$ cat src/rtl/fb_write_scheduler.sv
// fb_write_scheduler: arbitrates cursor stamps and clear sweeps onto the single frame-buffer write port
module fb_write_scheduler #(
   parameter int FB_W = 160,
   parameter int FB_H = 120,
   parameter int BOX_W = 10,
   parameter int BOX_H = 10,
   parameter int ADDR_W = 15,
   parameter logic [11:0] CLEAR_RGB = 12'h000
) (
   input  logic              clk,
   input  logic              reset,
   input  logic              paint_req,
   input  logic [9:0]        box_x,
   input  logic [9:0]        box_y,
   input  logic [11:0]       paint_rgb,
   input  logic              clear_req,
   output logic              wr_en,
   output logic [ADDR_W-1:0] wr_addr,
   output logic [11:0]       wr_data,
   output logic              busy,
   output logic              done
);
   typedef enum logic [1:0] {IDLE, PAINT, CLEAR} state_t;
   state_t state, state_n;
   logic [9:0] bx, by, bx_n, by_n, px, py, px_n, py_n;
   logic [11:0] rgb, rgb_n, prgb, prgb_n, wr_data_n;
   logic [10:0] cx, cy, cx_n, cy_n, x, y;
   logic [ADDR_W-1:0] ca, ca_n, wr_addr_n;
   logic pv, pv_n, cp, cp_n, fin, fin_n, wr_en_n, busy_n, in_fb, row_end, last_cell, last_addr;
   assign x = {1'b0, bx} + cx;
   assign y = {1'b0, by} + cy;
   assign in_fb = x < 11'(FB_W) && y < 11'(FB_H);
   assign row_end = cx == 11'(BOX_W - 1);
   assign last_cell = row_end && cy == 11'(BOX_H - 1);
   assign last_addr = ca == ADDR_W'(FB_W * FB_H - 1);
   // next-state, pending slots and next registered outputs
   always_comb begin
      state_n = state;
      bx_n = bx;
      by_n = by;
      rgb_n = rgb;
      px_n = paint_req ? box_x : px;
      py_n = paint_req ? box_y : py;
      prgb_n = paint_req ? paint_rgb : prgb;
      pv_n = pv | paint_req;
      cp_n = cp;
      cx_n = cx;
      cy_n = cy;
      ca_n = ca;
      fin_n = 1'b0;
      wr_en_n = 1'b0;
      wr_addr_n = wr_addr;
      wr_data_n = wr_data;
      case (state)
         IDLE: begin
            if (cp || clear_req) begin
               state_n = CLEAR;
               cp_n = 1'b0;
               ca_n = '0;
            end else if (pv_n) begin
               state_n = PAINT;
               bx_n = px_n;
               by_n = py_n;
               rgb_n = prgb_n;
               pv_n = 1'b0;
               cx_n = '0;
               cy_n = '0;
            end
         end
         PAINT: begin
            wr_en_n = in_fb;
            wr_addr_n = in_fb ? ADDR_W'(int'(y) * FB_W + int'(x)) : wr_addr;
            wr_data_n = in_fb ? rgb : wr_data;
            cx_n = row_end ? '0 : cx + 11'd1;
            cy_n = row_end ? cy + 11'd1 : cy;
            if (clear_req) begin
               state_n = CLEAR;
               ca_n = '0;
            end else if (last_cell) begin
               state_n = IDLE;
               fin_n = 1'b1;
            end
         end
         CLEAR: begin
            wr_en_n = 1'b1;
            wr_addr_n = ca;
            wr_data_n = CLEAR_RGB;
            ca_n = ca + 1'b1;
            cp_n = cp | clear_req;
            if (last_addr) begin
               state_n = IDLE;
               fin_n = 1'b1;
            end
         end
         default: state_n = IDLE;
      endcase
      busy_n = state_n != IDLE;
   end
   // state, job context and output registers
   always_ff @(posedge clk) begin
      if (reset) begin
         state <= IDLE;
         bx <= '0;
         by <= '0;
         rgb <= '0;
         px <= '0;
         py <= '0;
         prgb <= '0;
         pv <= 1'b0;
         cp <= 1'b0;
         cx <= '0;
         cy <= '0;
         ca <= '0;
         fin <= 1'b0;
         wr_en <= 1'b0;
         wr_addr <= '0;
         wr_data <= '0;
         busy <= 1'b0;
         done <= 1'b0;
      end else begin
         state <= state_n;
         bx <= bx_n;
         by <= by_n;
         rgb <= rgb_n;
         px <= px_n;
         py <= py_n;
         prgb <= prgb_n;
         pv <= pv_n;
         cp <= cp_n;
         cx <= cx_n;
         cy <= cy_n;
         ca <= ca_n;
         fin <= fin_n;
         wr_en <= wr_en_n;
         wr_addr <= wr_addr_n;
         wr_data <= wr_data_n;
         busy <= busy_n;
         done <= fin;
      end
   end
endmodule

$ cat config.mk
export PLATFORM = sky130hd
export DESIGN_NAME = fb_write_scheduler
export DESIGN_NICKNAME = d
export VERILOG_FILES = /design/src/rtl/fb_write_scheduler.sv
export SDC_FILE = /design/constraint.sdc
export NUM_CORES = 1
export LEC_CHECK = 0
export CAP_MARGIN = 20
export CORE_UTILIZATION = 60
export CTS_CLUSTER_SIZE = 30
export DETAILED_ROUTE_END_ITERATION = 10
export GPL_TIMING_DRIVEN = 0
export HOLD_SLACK_MARGIN = 0.08
export PLACE_DENSITY = 0.89
export SETUP_SLACK_MARGIN = 0.5
export SLEW_MARGIN = 25
export SYNTH_ARGS = -nofsm -noshare
export SYNTH_HDL_FRONTEND = slang
export SYNTH_SLANG_ARGS = --single-unit
export TNS_END_PERCENT = 30
$ cat constraint.sdc
create_clock -name clk -period 11.3 [get_ports clk]
set_input_delay 1.13 -clock clk [delete_from_list [all_inputs] [get_ports clk]]
set_output_delay 1.13 -clock clk [all_outputs]
set_load 0.005 [all_outputs]
==> run metrics <==
vias per cell=about 6.1; Worst Skew=0.00583 ns; core area=around 11000 um2; Mapped Nets=around 900; Synth cell types=just under 70; Max IR drop VDD=0.140 mV; syn avg cell area=8.87 um2; met2 Track Usage GR=around 48%; TritonCTS Buffers=17; gr ovfl total=0; WL final=approximately 18000 um; Worst R2R Path Depth=17; num rows=39; Peak Freq=approximately 220 MHz; Die H=~110 um; GRT Total Usage=29.2%; die area=between 10000 and 15000 um2; Worst-Margin Slew=around 0.8 ns; outcome=completed; Post-synth EDFFs=0; power per cell area=~160 nW/um2; total number of H-tree levels=4; Hold Path Class=reg2reg; chip width=111 um; n_diodes=0; nets@finish=966; Max Buffers Root-to-Sink=2; CTS tree=built; synthesized flop and latch total=~140; hold buffer count at CTS=0; Setup crit end kind=flop; Post-Syn Instances=between 700 and 800; fillers=around 800; slew margin rel.=roughly 45%; drt drc=0; CP arrival=~5.0 ns; RSZ-0062 raised after global routing=no; IO Port Bufs=between 60 and 70; critical path class=reg2reg; MaxCap Viol Count=0; Place WS=about 7 ns; Area contributors post-synth=dfxtp_1 (38%), ha_1 (8.3%), nor2_1 (7.4%); setup TNS=0 ns; post-layout worst setup margin=between 6 and 7 ns; Reg2Reg Setup Slack=approximately 6.7 ns; final setup vio count=0; vias in the first global route=about 6000; Final Max Slew Viols=0; mapped cell area=between 7000 and 8000 um2; highest net fanout along the worst path=6; Tcrit/Tclk final=roughly two fifths; first-pass GRT wire length=around 29000 um; drt wl/cell=17.0 um; CP startpoint=cx[0]; leakage=3.51 nW; Synth Flop Type=dfxtp_1; Detailed Place HPWL=around 13000 um; WP data required=11.65 ns; met3 Use GR=roughly 8.1%; initial antenna violation count=0; RR Endpoint=wr_addr[14]; Worst-Skew Late Latency=0.43 ns; Root Driver=clkbuf_16; most common cell in the synthesized netlist=nor2_1; synth cell count leaders=nor2_1 (140), dfxtp_1 (136), mux2i_1 (50); busiest grt layer=met2; worst setup path end=wr_addr[14]; Seq/Total Area, Yosys=approximately 38%; asr flop ratio synth=0%; Synth Warn #=0; DRT iter0 DRCs=about 400; area leader, netlist=dfxtp_1; r2r startpoint=cx[0]; crit path time final=roughly 4.6 ns; largest net degree at the start of global routing=17; Initial Util=roughly three fifths; I/O pin total=66; routed via count=~6300; Placer Congestion=about 0.88; Area Overhead vs Synth=20.0%; post-synth top area share=between 30% and 40%; CTS resizes=0; Pre-antenna DRT Iters=5; Final ANT Viol Nets=0; Setup Buffers After CTS=0; final hold viol count=0; clk slew on worst S/H paths=0.06 ns; M1 GR Usage=between 30% and 40%; share of cells above drive strength 1=under 10%; clk sink count=between 100 and 150; crit path launch type=flop
-- final cells by class --
type	count	area (um2)	area share, %
plain buffers	39	155	1.83
clock buffers	18	439	5.17
well taps	143	179	2.11
flip-flops and latches	136	2720	32.1
multi-input cells	594	4090	48.2
repair buffers	63	631	7.43
inverters	28	105	1.24
clock inverters	13	168	1.97
-- logic make-up after synthesis --
| logic type | count (synthesis) | synth area share, % |
|---|---|---|
| xor gates and xnor gates | 51 | 6.51 |
| and+or+nand+nor | 274 | 18.3 |
| buffers and inverters | 67 | 3.68 |
| adders and majority gates | 51 | 9.45 |
| DFF | 136 | 38.5 |
| AOI/OAI and AO/OA | 165 | 16.0 |
| muxes | 53 | 7.55 |
-- power breakdown --
group	leakage, nW	switching [W]	internal [W]
logic	2.10	0.000162	0.000122
clock network	0.294	0.000226	0.000354
registers	1.11	0.0000231	0.000513
total	3.51	0.000411	0.000988
-- cell usage in the layout (no fill, tap or decap), drive strengths merged, types with 4 or more instances in the layout --
cell type,instances
a211oi,38
a21o,8
a21oi,32
a22oi,14
a31oi,6
and2,5
and3,7
buf,11
clkbuf,46
clkdlybuf4s50,63
clkinv,5
dfxtp,136
fa,4
ha,47
inv,31
mux2i,50
nand2,38
nand2b,5
nand3,10
nand4,14
nor2,140
nor2b,5
nor3,10
nor3b,6
nor4,4
nor4b,4
o21a,6
o21ai,31
or3,9
xnor2,17
xor2,33
-- worst min path at each step --
stage	endpoint	from	depth (start not counted)	slack, ns
final	wr_addr[13]	wr_addr[13]	2	0.46
after global routing	wr_addr[13]	wr_addr[13]	2	0.48
after CTS	wr_addr[13]	wr_addr[13]	2	0.47
after detailed placement	wr_addr[13]	wr_addr[13]	2	0.46
after global placement	wr_addr[13]	wr_addr[13]	2	0.45
after floorplan	done	fin	1	0.41
-- registers in the layout, indices dropped and copies added, names as in the netlist, 2 cells and up --
register,flops
state,2
ca,15
by,10
prgb,12
px,10
bx,10
py,10
wr_data,12
rgb,12
cx,11
wr_addr,15
cy,11
-- critical path, cell delays in order (launching register included) --
cell       delay, ns
dfxtp_1         0.45
ha_1            0.25
inv_1           0.07
fa_1            0.40
and2b_1         0.27
o31ai_4         0.09
and4_1          0.23
nor3_1          0.31
inv_1           0.10
ha_1            0.29
a21oi_1         0.07
o21ai_0         0.31
or4_1           0.17
o2111ai_1       0.14
nor4bb_1        0.63
xor2_1          0.15
a311o_1         0.40
o31ai_1         0.19
-- per-stage QoR --
| step | power, W | std cells | hold WS (ns) | util [%] | cell area, um2 |
|---|---|---|---|---|---|
| 6_report | 0.00140 | 1034 | 0.460 | 74.0 | 8490 |
| 5_1_grt | 0.00145 | 1034 | 0.481 | 74.0 | 8490 |
| 4_1_cts | 0.00140 | 1034 | 0.465 | 74.0 | 8490 |
| 3_5_place_dp | 0.000821 | 1003 | 0.456 | 68.7 | 7880 |
| 3_3_place_gp | 0.000811 | 1003 | 0.450 | 68.7 | 7880 |
| 2_1_floorplan | 0.000729 | 797 | 0.414 | - | 7070 |
-- routing by layer --
| layer | share of wire (%) | vias up |
|---|---|---|
| met5 | 0 | - |
| met1 | 43 | 2962 |
| li1 | - | 3005 |
| met4 | 3.7 | 0 |
| met2 | 47 | 238 |
| met3 | 6.1 | 53 |
No activity file was read; power rests on OpenSTA's default activity.
